`config.mk`:
```
export PLATFORM = sky130hd
export DESIGN_NAME = keypad_scan_ctrl
export DESIGN_NICKNAME = d
export VERILOG_FILES = /design/src/rtl/keypad_pkg.sv /design/src/rtl/key_fifo.sv /design/src/rtl/keypad_scan_ctrl.sv
export SDC_FILE = /design/constraint.sdc
export NUM_CORES = 1
export LEC_CHECK = 0
export ABC_CLOCK_PERIOD_IN_PS = 2180
export CORE_ASPECT_RATIO = 0.5
export CORE_MARGIN = 5
export CORE_UTILIZATION = 54
export CTS_BUF_LIST = sky130_fd_sc_hd__clkbuf_8
export DETAILED_ROUTE_END_ITERATION = 7
export GPL_ROUTABILITY_DRIVEN = 1
export GPL_TIMING_DRIVEN = 0
export PLACE_DENSITY = 0.81
export REMOVE_ABC_BUFFERS = 1
export SYNTH_ARGS = -nofsm -noshare
export SYNTH_HDL_FRONTEND = slang
export SYNTH_SLANG_ARGS = --single-unit
```
`constraint.sdc`:
```
create_clock -name slowclk -period 2.18 [get_ports slowclk]
set_clock_uncertainty 0.2 [all_clocks]
set_input_delay 0.218 -clock slowclk [delete_from_list [all_inputs] [get_ports slowclk]]
set_output_delay 0.218 -clock slowclk [all_outputs]
set_load 0.02 [all_outputs]
```
`src/rtl/keypad_pkg.sv`:
```
// Shared types, scan constants and key decode for the 4x4 keypad scanner.
package keypad_pkg;

    typedef enum logic [1:0] {SCAN, PRESS_DB, HELD, RELEASE_DB} state_t;

    typedef logic [3:0] key_code_t;

    localparam logic [3:0] COL_INIT = 4'b0111;

    function automatic logic one_low(input logic [3:0] r);
        return (r == 4'b0111) || (r == 4'b1011) || (r == 4'b1101) || (r == 4'b1110);
    endfunction

    // Row patterns are listed top to bottom: 0111, 1011, 1101, 1110.
    function automatic key_code_t decode_key(input logic [3:0] r, input logic [3:0] c);
        key_code_t k;
        k = 4'h0;
        unique case (c)
            4'b0111: case (r)
                4'b0111: k = 4'hC;
                4'b1011: k = 4'hD;
                4'b1101: k = 4'hE;
                4'b1110: k = 4'hF;
                default: k = 4'h0;
            endcase
            4'b1011: case (r)
                4'b0111: k = 4'h3;
                4'b1011: k = 4'h6;
                4'b1101: k = 4'h9;
                4'b1110: k = 4'hB;
                default: k = 4'h0;
            endcase
            4'b1101: case (r)
                4'b0111: k = 4'h2;
                4'b1011: k = 4'h5;
                4'b1101: k = 4'h8;
                4'b1110: k = 4'h0;
                default: k = 4'h0;
            endcase
            4'b1110: case (r)
                4'b0111: k = 4'h1;
                4'b1011: k = 4'h4;
                4'b1101: k = 4'h7;
                4'b1110: k = 4'hA;
                default: k = 4'h0;
            endcase
            default: k = 4'h0;
        endcase
        return k;
    endfunction

endpackage

```
`src/rtl/key_fifo.sv`:
```
// Small FIFO for key events; pop on empty is ignored, push on full succeeds only with a same-cycle pop.
module key_fifo #(
    parameter int DEPTH = 4,
    parameter int W     = 4
) (
    input  logic                     clk,
    input  logic                     reset,
    input  logic                     i_push,
    input  logic                     i_pop,
    input  logic [W-1:0]             i_data,
    output logic [W-1:0]             o_data,
    output logic [$clog2(DEPTH):0]   o_count,
    output logic                     o_full,
    output logic                     o_empty
);

    localparam int AW = $clog2(DEPTH);

    logic [W-1:0]  r_mem [DEPTH];
    logic [AW-1:0] r_wr;
    logic [AW-1:0] r_rd;
    logic [AW:0]   r_count;
    logic          w_pop_ok;
    logic          w_push_ok;

    assign o_empty   = (r_count == '0);
    assign o_full    = (r_count == (AW+1)'(DEPTH));
    assign o_count   = r_count;
    assign w_pop_ok  = i_pop & ~o_empty;
    assign w_push_ok = i_push & (~o_full | w_pop_ok);
    assign o_data    = o_empty ? '0 : r_mem[r_rd];

    always_ff @(posedge clk or posedge reset) begin
        if (reset) begin
            r_wr    <= '0;
            r_rd    <= '0;
            r_count <= '0;
        end else begin
            if (w_push_ok) r_wr <= r_wr + 1'b1;
            if (w_pop_ok)  r_rd <= r_rd + 1'b1;
            unique case ({w_push_ok, w_pop_ok})
                2'b10:   r_count <= r_count + 1'b1;
                2'b01:   r_count <= r_count - 1'b1;
                default: r_count <= r_count;
            endcase
        end
    end

    always_ff @(posedge clk) begin
        if (w_push_ok) r_mem[r_wr] <= i_data;
    end

endmodule

```
`src/rtl/keypad_scan_ctrl.sv`:
```
// 4x4 keypad column scanner with press/release debounce and a key-event FIFO.
// Optional auto-repeat while held: define KEYPAD_REPEAT_EN.
module keypad_scan_ctrl
    import keypad_pkg::*;
#(
    parameter int DEBOUNCE_CYCLES = 4,
    parameter int FIFO_DEPTH      = 4,
    parameter int REPEAT_CYCLES   = 64
) (
    input  logic                          slowclk,
    input  logic                          reset,
    input  logic [3:0]                    rows,
    output logic [3:0]                    cols,
    output logic                          key_valid,
    input  logic                          key_ready,
    output key_code_t                     key_code,
    output logic [$clog2(FIFO_DEPTH):0]   key_count,
    output logic                          overflow,
    input  logic                          clr_overflow
);

    localparam logic [3:0] DB_LAST = 4'(DEBOUNCE_CYCLES - 1);
    localparam int         RPT_W   = (REPEAT_CYCLES > 1) ? $clog2(REPEAT_CYCLES) : 1;
    localparam logic [RPT_W-1:0] RPT_LAST = RPT_W'(REPEAT_CYCLES - 1);

    state_t           r_state, w_state_nxt;
    logic [3:0]       r_cols, w_cols_nxt;
    logic [3:0]       r_latch, w_latch_nxt;
    logic [3:0]       r_dbc, w_dbc_nxt;
    logic [RPT_W-1:0] r_rpt, w_rpt_nxt;
    logic             r_push, w_push_nxt;
    key_code_t        r_push_code, w_code_nxt;
    logic             r_overflow;
    logic             w_rpt_fire;
    logic             w_pop;
    logic             w_full;
    logic             w_empty;

`ifdef KEYPAD_REPEAT_EN
    assign w_rpt_fire = (r_state == HELD) && (rows != 4'hF) && (r_rpt == RPT_LAST);
`else
    assign w_rpt_fire = 1'b0;
`endif

    always_comb begin
        w_state_nxt = r_state;
        w_cols_nxt  = r_cols;
        w_latch_nxt = r_latch;
        w_dbc_nxt   = r_dbc;
        w_rpt_nxt   = r_rpt;
        w_push_nxt  = 1'b0;
        w_code_nxt  = r_push_code;
        unique case (r_state)
            SCAN: begin
                if (one_low(rows)) begin
                    w_latch_nxt = rows;
                    w_dbc_nxt   = '0;
                    w_state_nxt = PRESS_DB;
                end else begin
                    w_cols_nxt = {r_cols[0], r_cols[3:1]};
                end
            end
            PRESS_DB: begin
                if (rows != r_latch) begin
                    w_state_nxt = SCAN;
                end else if (r_dbc == DB_LAST) begin
                    w_push_nxt  = 1'b1;
                    w_code_nxt  = decode_key(r_latch, r_cols);
                    w_dbc_nxt   = '0;
                    w_rpt_nxt   = '0;
                    w_state_nxt = HELD;
                end else begin
                    w_dbc_nxt = r_dbc + 1'b1;
                end
            end
            HELD: begin
                if (rows == 4'hF) begin
                    w_dbc_nxt   = '0;
                    w_rpt_nxt   = '0;
                    w_state_nxt = RELEASE_DB;
                end else if (w_rpt_fire) begin
                    w_push_nxt = 1'b1;
                    w_rpt_nxt  = '0;
                end else begin
                    w_rpt_nxt = (r_rpt == RPT_LAST) ? '0 : r_rpt + 1'b1;
                end
            end
            RELEASE_DB: begin
                if (rows != 4'hF) begin
                    w_state_nxt = HELD;
                end else if (r_dbc == DB_LAST) begin
                    w_dbc_nxt   = '0;
                    w_state_nxt = SCAN;
                end else begin
                    w_dbc_nxt = r_dbc + 1'b1;
                end
            end
            default: w_state_nxt = SCAN;
        endcase
    end

    // Push is registered, so an accepted key lands in the FIFO one edge after debounce completes.
    always_ff @(posedge slowclk or posedge reset) begin
        if (reset) begin
            r_state    <= SCAN;
            r_cols     <= COL_INIT;
            r_dbc      <= '0;
            r_rpt      <= '0;
            r_push     <= 1'b0;
            r_overflow <= 1'b0;
        end else begin
            r_state <= w_state_nxt;
            r_cols  <= w_cols_nxt;
            r_dbc   <= w_dbc_nxt;
            r_rpt   <= w_rpt_nxt;
            r_push  <= w_push_nxt;
            if (r_push && w_full && !w_pop) r_overflow <= 1'b1;
            else if (clr_overflow)          r_overflow <= 1'b0;
        end
    end

    always_ff @(posedge slowclk) begin
        r_latch     <= w_latch_nxt;
        r_push_code <= w_code_nxt;
    end

    assign w_pop = key_valid & key_ready;

    key_fifo #(
        .DEPTH (FIFO_DEPTH),
        .W     (4)
    ) u_fifo (
        .clk     (slowclk),
        .reset   (reset),
        .i_push  (r_push),
        .i_pop   (w_pop),
        .i_data  (r_push_code),
        .o_data  (key_code),
        .o_count (key_count),
        .o_full  (w_full),
        .o_empty (w_empty)
    );

    assign key_valid = ~w_empty;
    assign cols      = r_cols;
    assign overflow  = r_overflow;

endmodule

```
After elaboration in Yosys (flattened, before gate mapping)
Memory sizes are Yosys's and may differ from the RTL's. Cells that the tools add are included.

Flip-flop bits (word level): 27. Memory bits (writable): 16. Input port bits: 8. Logic and storage cells: 94. Memories kept: 1.

$add $sub $neg: 5. Equality and inequality tests: 28. Multiplexer cells: 27. Bitwise operators: 8. Reductions and logical operators: 15.

Memories: u_fifo.r_mem (depth 4, bits a word 4, rd ports 1, clocked after memory_dff 0, wr ports 1, line key_fifo.sv:19) `logic [W-1:0] r_mem [DEPTH];`.

Operator list (number): $pmux 4 s4 (5); $eq 4x4->1 const B (10); $mux 4 (6); $eq 4x3->1 const B (3); $mux 2 (6); $pmux 4 s3 (1); $ne 2x2->1 const B (4); $pmux 2 s4 (1); $reduce_and 4->1 (2); $mux 1 (7); $eq 2x2->1 const B (3); $ne 3x3->1 const B (2); $pmux 3 s2 (1); $add 2x1->2 const B (2); $add 4x1->4 const B (1); $eq 2x1->1 const B (2); $eq 4x2->1 const B (1); $ne 4x4->1 (1); $ne 4x4->1 const B (1); $not 1->1 (4); $reduce_and 2->1 (2); $reduce_bool 2->1 (2); $add 3x1->3 const B (1); $and 1x1->1 (3); other kinds (9) (12).

Longest topological paths before layout
Depth after elaboration: 8. Depth in mapped cells: 10. Depth with buffers taken out: 8.

Hierarchy
From an unflattened synthesis, not the netlist that was laid out.

Cells, all modules: 201. Area total of the unflattened synthesis: 2332.2 um^2.

Modules (own cells, without submodules): keypad_scan_ctrl (times used 1, cells each 136, area each 1286.2 um^2); key_fifo (times used 1, cells each 65, area each 1046.0 um^2).

Worst setup path before layout
No wires, ideal clock.

Path type: register to register. Start point: register u_fifo.r_count[2] (netlist: u_fifo.o_count[2]). End point: register u_fifo.r_count[1] (netlist: u_fifo.o_count[1]). Library setup time: 87 ps. Arrival time: 2474 ps. Setup slack: -581 ps. Cell stages (with the launch flop): 11. Path buffers: 2. Clock period less this slack: 2761 ps. Cell sequence: dfrtp_1 -> clkbuf_1 -> or3_1 -> clkbuf_1 -> nand2_1 -> or2_2 -> fa_1 -> o21bai_1 -> a31oi_1 -> o21ai_0 -> a22oi_1.

Longest elaborated chain between the ends: 8. Elaborated cells on any way between the ends: 12. Classes of those cells: 3 x eq/ne; 1 x mux; 6 x bitwise; 2 x reduce/logical.

RTL lines: start, declared (line key_fifo.sv:22) `logic [AW:0] r_count;`; start signal, assigned (line key_fifo.sv:42) `2'b10: r_count <= r_count + 1'b1;`; start signal, assigned (line key_fifo.sv:43) `2'b01: r_count <= r_count - 1'b1;`; start signal, assigned (line key_fifo.sv:44) `default: r_count <= r_count;`; $logic_not 3->1 * (line key_fifo.sv:26) `assign o_empty = (r_count == '0);`; $not 1->1 * (line keypad_scan_ctrl.sv:144) `assign key_valid = ~w_empty;`; net key_valid (line keypad_scan_ctrl.sv:14) `output logic key_valid,`; $and 1x1->1 (line keypad_scan_ctrl.sv:127) `assign w_pop = key_valid & key_ready;`; $and 1x1->1 * (line key_fifo.sv:29) `assign w_pop_ok = i_pop & ~o_empty;`; $or 1x1->1 (line key_fifo.sv:30) `assign w_push_ok = i_push & (~o_full | w_pop_ok);`; $and 1x1->1 (line key_fifo.sv:30); $eq 2x1->1 / $eq 2x2->1 (equally long branches) (line key_fifo.sv:41) `unique case ({w_push_ok, w_pop_ok})`; $pmux 3 s2 / $reduce_bool 2->1 (equally long branches).

The timed path passes the listed nets; every way through them passes the cells marked *. A chain may end at the register's enable or synchronous reset.

Worst setup path in the final report
Start point: register u_fifo.r_count[2] (netlist: u_fifo.o_count[2]). End point: register u_fifo.r_count[1] (netlist: u_fifo.o_count[1]).

Longest elaborated chain between the ends: 8. Elaborated cells on any way between the ends: 12. Classes of those cells: 3 x eq/ne; 1 x mux; 6 x bitwise; 2 x reduce/logical.

RTL lines (line): $logic_not 3->1 (key_fifo.sv:26); $not 1->1 (key_fifo.sv:29, keypad_scan_ctrl.sv:144); $and 1x1->1 (keypad_scan_ctrl.sv:127); $and 1x1->1 (key_fifo.sv:29); $or 1x1->1 (key_fifo.sv:30); $and 1x1->1 (key_fifo.sv:30); $eq 2x1->1 / $eq 2x2->1 (equally long branches) (key_fifo.sv:41); $pmux 3 s2 / $reduce_bool 2->1 (equally long branches).

Several ways; a longest one is shown, not always the timed one.

==> flow_metrics.env <==
export IMPL_maxCapViolations=0
export IMPL_tightest_slew_ns=0.747
export IMPL_synth_edf_count=24
export IMPL_wl_per_cell_um=15.9
export IMPL_start_util=0.581
export IMPL_critical_path_buf_inv_count=0
export IMPL_crit_path_max_incr_delay_ns=0.42
export IMPL_p_per_area_nw_per_um2=990
export IMPL_cp_top_family="compound AO/OA/AOI/OAI gates"
export IMPL_grt_pass1_vias=1593
export IMPL_power_frac_seq=0.377
export IMPL_grt_pass1_wl_mm=7.28
export IMPL_relSlewSlack=0.501
export IMPL_worst_slack_ns=-0.162
export IMPL_p_int_mw=1.90
export IMPL_die_w_um=103
export IMPL_netSwitchingPower_mw=0.868
export IMPL_post_route_period_util=1.07
export IMPL_dr_pass1_iters=4
export IMPL_slew_violations=0
export IMPL_critical_path_peak_fanout=3
export IMPL_status="finished with violations"
export IMPL_gp_congestion=0.918
export IMPL_violations="setup timing"
export IMPL_cp_slowest_cell="dfrtp_2"
export IMPL_clk_latency_ns=0.29
export IMPL_crit_chain="or3_4, nand2_4, or2_4, fa_1, o21bai_1, a31oi_1, o21ai_1, a22oi_2"
export IMPL_drt_vias_per_instance=5.64
export IMPL_p_total_mw=2.77
export IMPL_syn_area_um2=2350
export IMPL_rr_worst_depth=8
export IMPL_clkPwrFrac=0.259
export IMPL_rr_startpoint="u_fifo.o_count[2]"
export IMPL_wl_met1_mm=1.95
export IMPL_wl_met3_um=177
export IMPL_critPathCaptureType="register"
export IMPL_rsz0062_at_grt="true"
export IMPL_overflow=0
export IMPL_avgSynthCellArea_um2=11.6
export IMPL_ys_ff_latch=43
export IMPL_syn_instance_count=203
export IMPL_insertedDiodeCount=0
export IMPL_rows=16
export IMPL_areaGrowthSynthToFinish_pct=19.1
export IMPL_fp_dieH_um=56.6
export IMPL_critPathKind="register to register"
export IMPL_switching_share=0.313
export IMPL_cts_root_buffer="clkbuf_8"
export IMPL_grt_max_degree=20
export IMPL_finalHoldViolCount=0
export IMPL_clkTransAtPathRegs_ns=0.08
export IMPL_timing_fmax_mhz=427
export IMPL_drt_iter0_drc=87
export IMPL_boundaryPins=21
export IMPL_p_comb_frac=0.364
export IMPL_hpwl_mm=3.15
export IMPL_antenna_found_initial=0
export IMPL_clock_sinks=43
export IMPL_portBuffers=20
export IMPL_cts_htree_levels=2
export IMPL_r2r_end="u_fifo.o_count[1]"
export IMPL_core_area_um2=4040
export IMPL_ctsHoldBuffers=0
export IMPL_cp_start_kind="register"
export IMPL_die_area_um2=5850
export IMPL_power_leakage_nw=1.12
export IMPL_ys_types=53
export IMPL_drc=0
export IMPL_fin_crit_ns=2.34
export IMPL_cts_tree="done"
export IMPL_ir_worst_vdd_v=0.000357
export IMPL_clockBufferDepth=2
export IMPL_via_count=1603
export IMPL_hold_path_class="input pin to asynchronous set/reset pin"
export IMPL_route_met2_wl_mm=2.24
export IMPL_worstPathArrival_ns=2.35
export IMPL_grt_total_usage=0.164
export IMPL_nNetsFinal=243
export IMPL_r2r_setup_slack_ns=-0.16
export IMPL_async_flop_share=0.442
export IMPL_layout_drive_gt1_share=0.217
export IMPL_synthFlopType="edfxtp_1"
export IMPL_postRouteAntennaNets=0
export IMPL_ys_warn_count=0
export IMPL_totalWireLength_mm=4.51
export IMPL_utilization=0.692
export IMPL_setup_viol=1
export IMPL_top_layer="met4"
export IMPL_ys_seq_area_frac=0.511
export IMPL_cts_buffers=5
export IMPL_cp_required_ns=2.19
-- metal layers --
metal  track usage  vias up
met5             0        -
met4        0.0775        0
met3        0.0346       15
met2         0.281       42
met1         0.195      754
li1              -      792
-- synthesized netlist by cell type, drive strengths merged (2+ instances only) --
library cell  instances  area [um2]
o21ai                13        65.1
dfrtp                16         400
xor2                  9        78.8
nand4b                3        26.3
nor2                  5        18.8
inv                  12        45.0
o32ai                 2        25.0
buf                   4        25.0
nor3b                 2        15.0
mux4                  4        90.1
nor4                  2        27.5
nor2b                 3        18.8
and2                  8        50.1
a22o                  3        27.5
edfxtp               24         721
or2                   2        12.5
nor3                  5        30.0
a31oi                 4        25.0
dfstp                 3        78.8
ha                    5        62.6
clkbuf                9        33.8
a22oi                 2        15.0
nand2b                2        12.5
a21oi                 9        45.0
nand2                12        45.0
o31ai                 3        22.5
mux2                  5        56.3
xnor2                 7        61.3
mux2i                 2        20.0
nand3                 7        40.0
-- flip-flops by register name, summed over array words and instances, names as in the netlist --
signal          count
cols                4
u_fifo.o_count      3
u_fifo.r_mem       16
r_push              1
r_state             2
r_latch             4
overflow            1
u_fifo.r_wr         2
r_push_code         4
r_dbc               4
u_fifo.r_rd         2
-- cell families after synthesis --
logic type	after synthesis	synth area share
compound gates	43	0.127
xor+xnor	16	0.0597
simple gates	59	0.152
mux	11	0.0709
fa+ha+maj	6	0.0352
buf+inv	25	0.0442
flops	43	0.511
-- worst max-delay path by stage --
stage | start | end | slack, ns | cells after the start
2_1_floorplan | u_fifo.o_count[0] | u_fifo.o_count[1] | -0.33 | 8
6_report | u_fifo.o_count[2] | u_fifo.o_count[1] | -0.16 | 8
4_1_cts | u_fifo.o_count[0] | u_fifo.o_count[1] | -0.15 | 8
3_5_place_dp | key_ready | u_fifo.o_count[1] | -0.51 | 8
5_1_grt | u_fifo.o_count[2] | u_fifo.o_count[1] | -0.27 | 8
3_3_place_gp | key_ready | u_fifo.o_count[1] | -0.42 | 8
-- layout make-up --
type,instances,area (um2)
Clock buffer,5,68.8
Tap cell,54,67.6
Timing Repair Buffer,32,282
Sequential cell,43,1200
Clock inverter,3,63.8
Fill cell,276,1250
Multi-Input combinational cell,135,1070
Inverter,12,45.0
-- through the flow --
step                hold WS (ns)  cell area (um2)  cells  setup WS [ns]  setup TNS, ns
CTS                        0.159             2750    278         -0.151         -0.151
detailed placement         0.299             2560    264         -0.514          -2.79
finish                     0.146             2800    284         -0.162         -0.162
floorplan                -0.0331             2290    190         -0.327         -0.524
global route               0.195             2800    284         -0.267         -0.294
global placement           0.280             2560    264         -0.418          -1.63
-- repair_timing --
| action | CTS | global route |
|---|---|---|
| pin swaps | 0 | 5 |
| buffers inserted | 6 | 6 |
| gates resized for setup | 16 | 9 |
| setup endpoints to repair | 11 | 9 |
-- layout by cell type, fill, tap and decap left out, types with 5 or more instances in the layout --
cell type / synthesis / routed
nor2_1: 5 / 5
buf_4: 2 / 12
and2_1: 8 / 8
dfrtp_1: 16 / 12
o21ai_0: 11 / 10
xnor2_1: 7 / 7
nand2_1: 12 / 11
ha_1: 5 / 5
nand3_1: 6 / 6
clkbuf_8: 0 / 5
edfxtp_1: 24 / 24
a21oi_1: 9 / 9
xor2_1: 9 / 9
inv_1: 12 / 13
clkdlybuf4s50_1: 0 / 14
mux2_2: 5 / 5
-- power groups by stage --
| stage | clock [mW] | sequential (mW) | combinational, mW |
|---|---|---|---|
| 3_3_place_gp | 0 | 1.10 | 0.775 |
| 2_1_floorplan | 0 | 1.10 | 0.531 |
| 6_report | 0.717 | 1.04 | 1.01 |
| 4_1_cts | 0.720 | 1.05 | 0.952 |
| 5_1_grt | 0.766 | 1.06 | 1.10 |
| 3_5_place_dp | 0 | 1.11 | 0.812 |
Power figures use the tool's default switching activity.
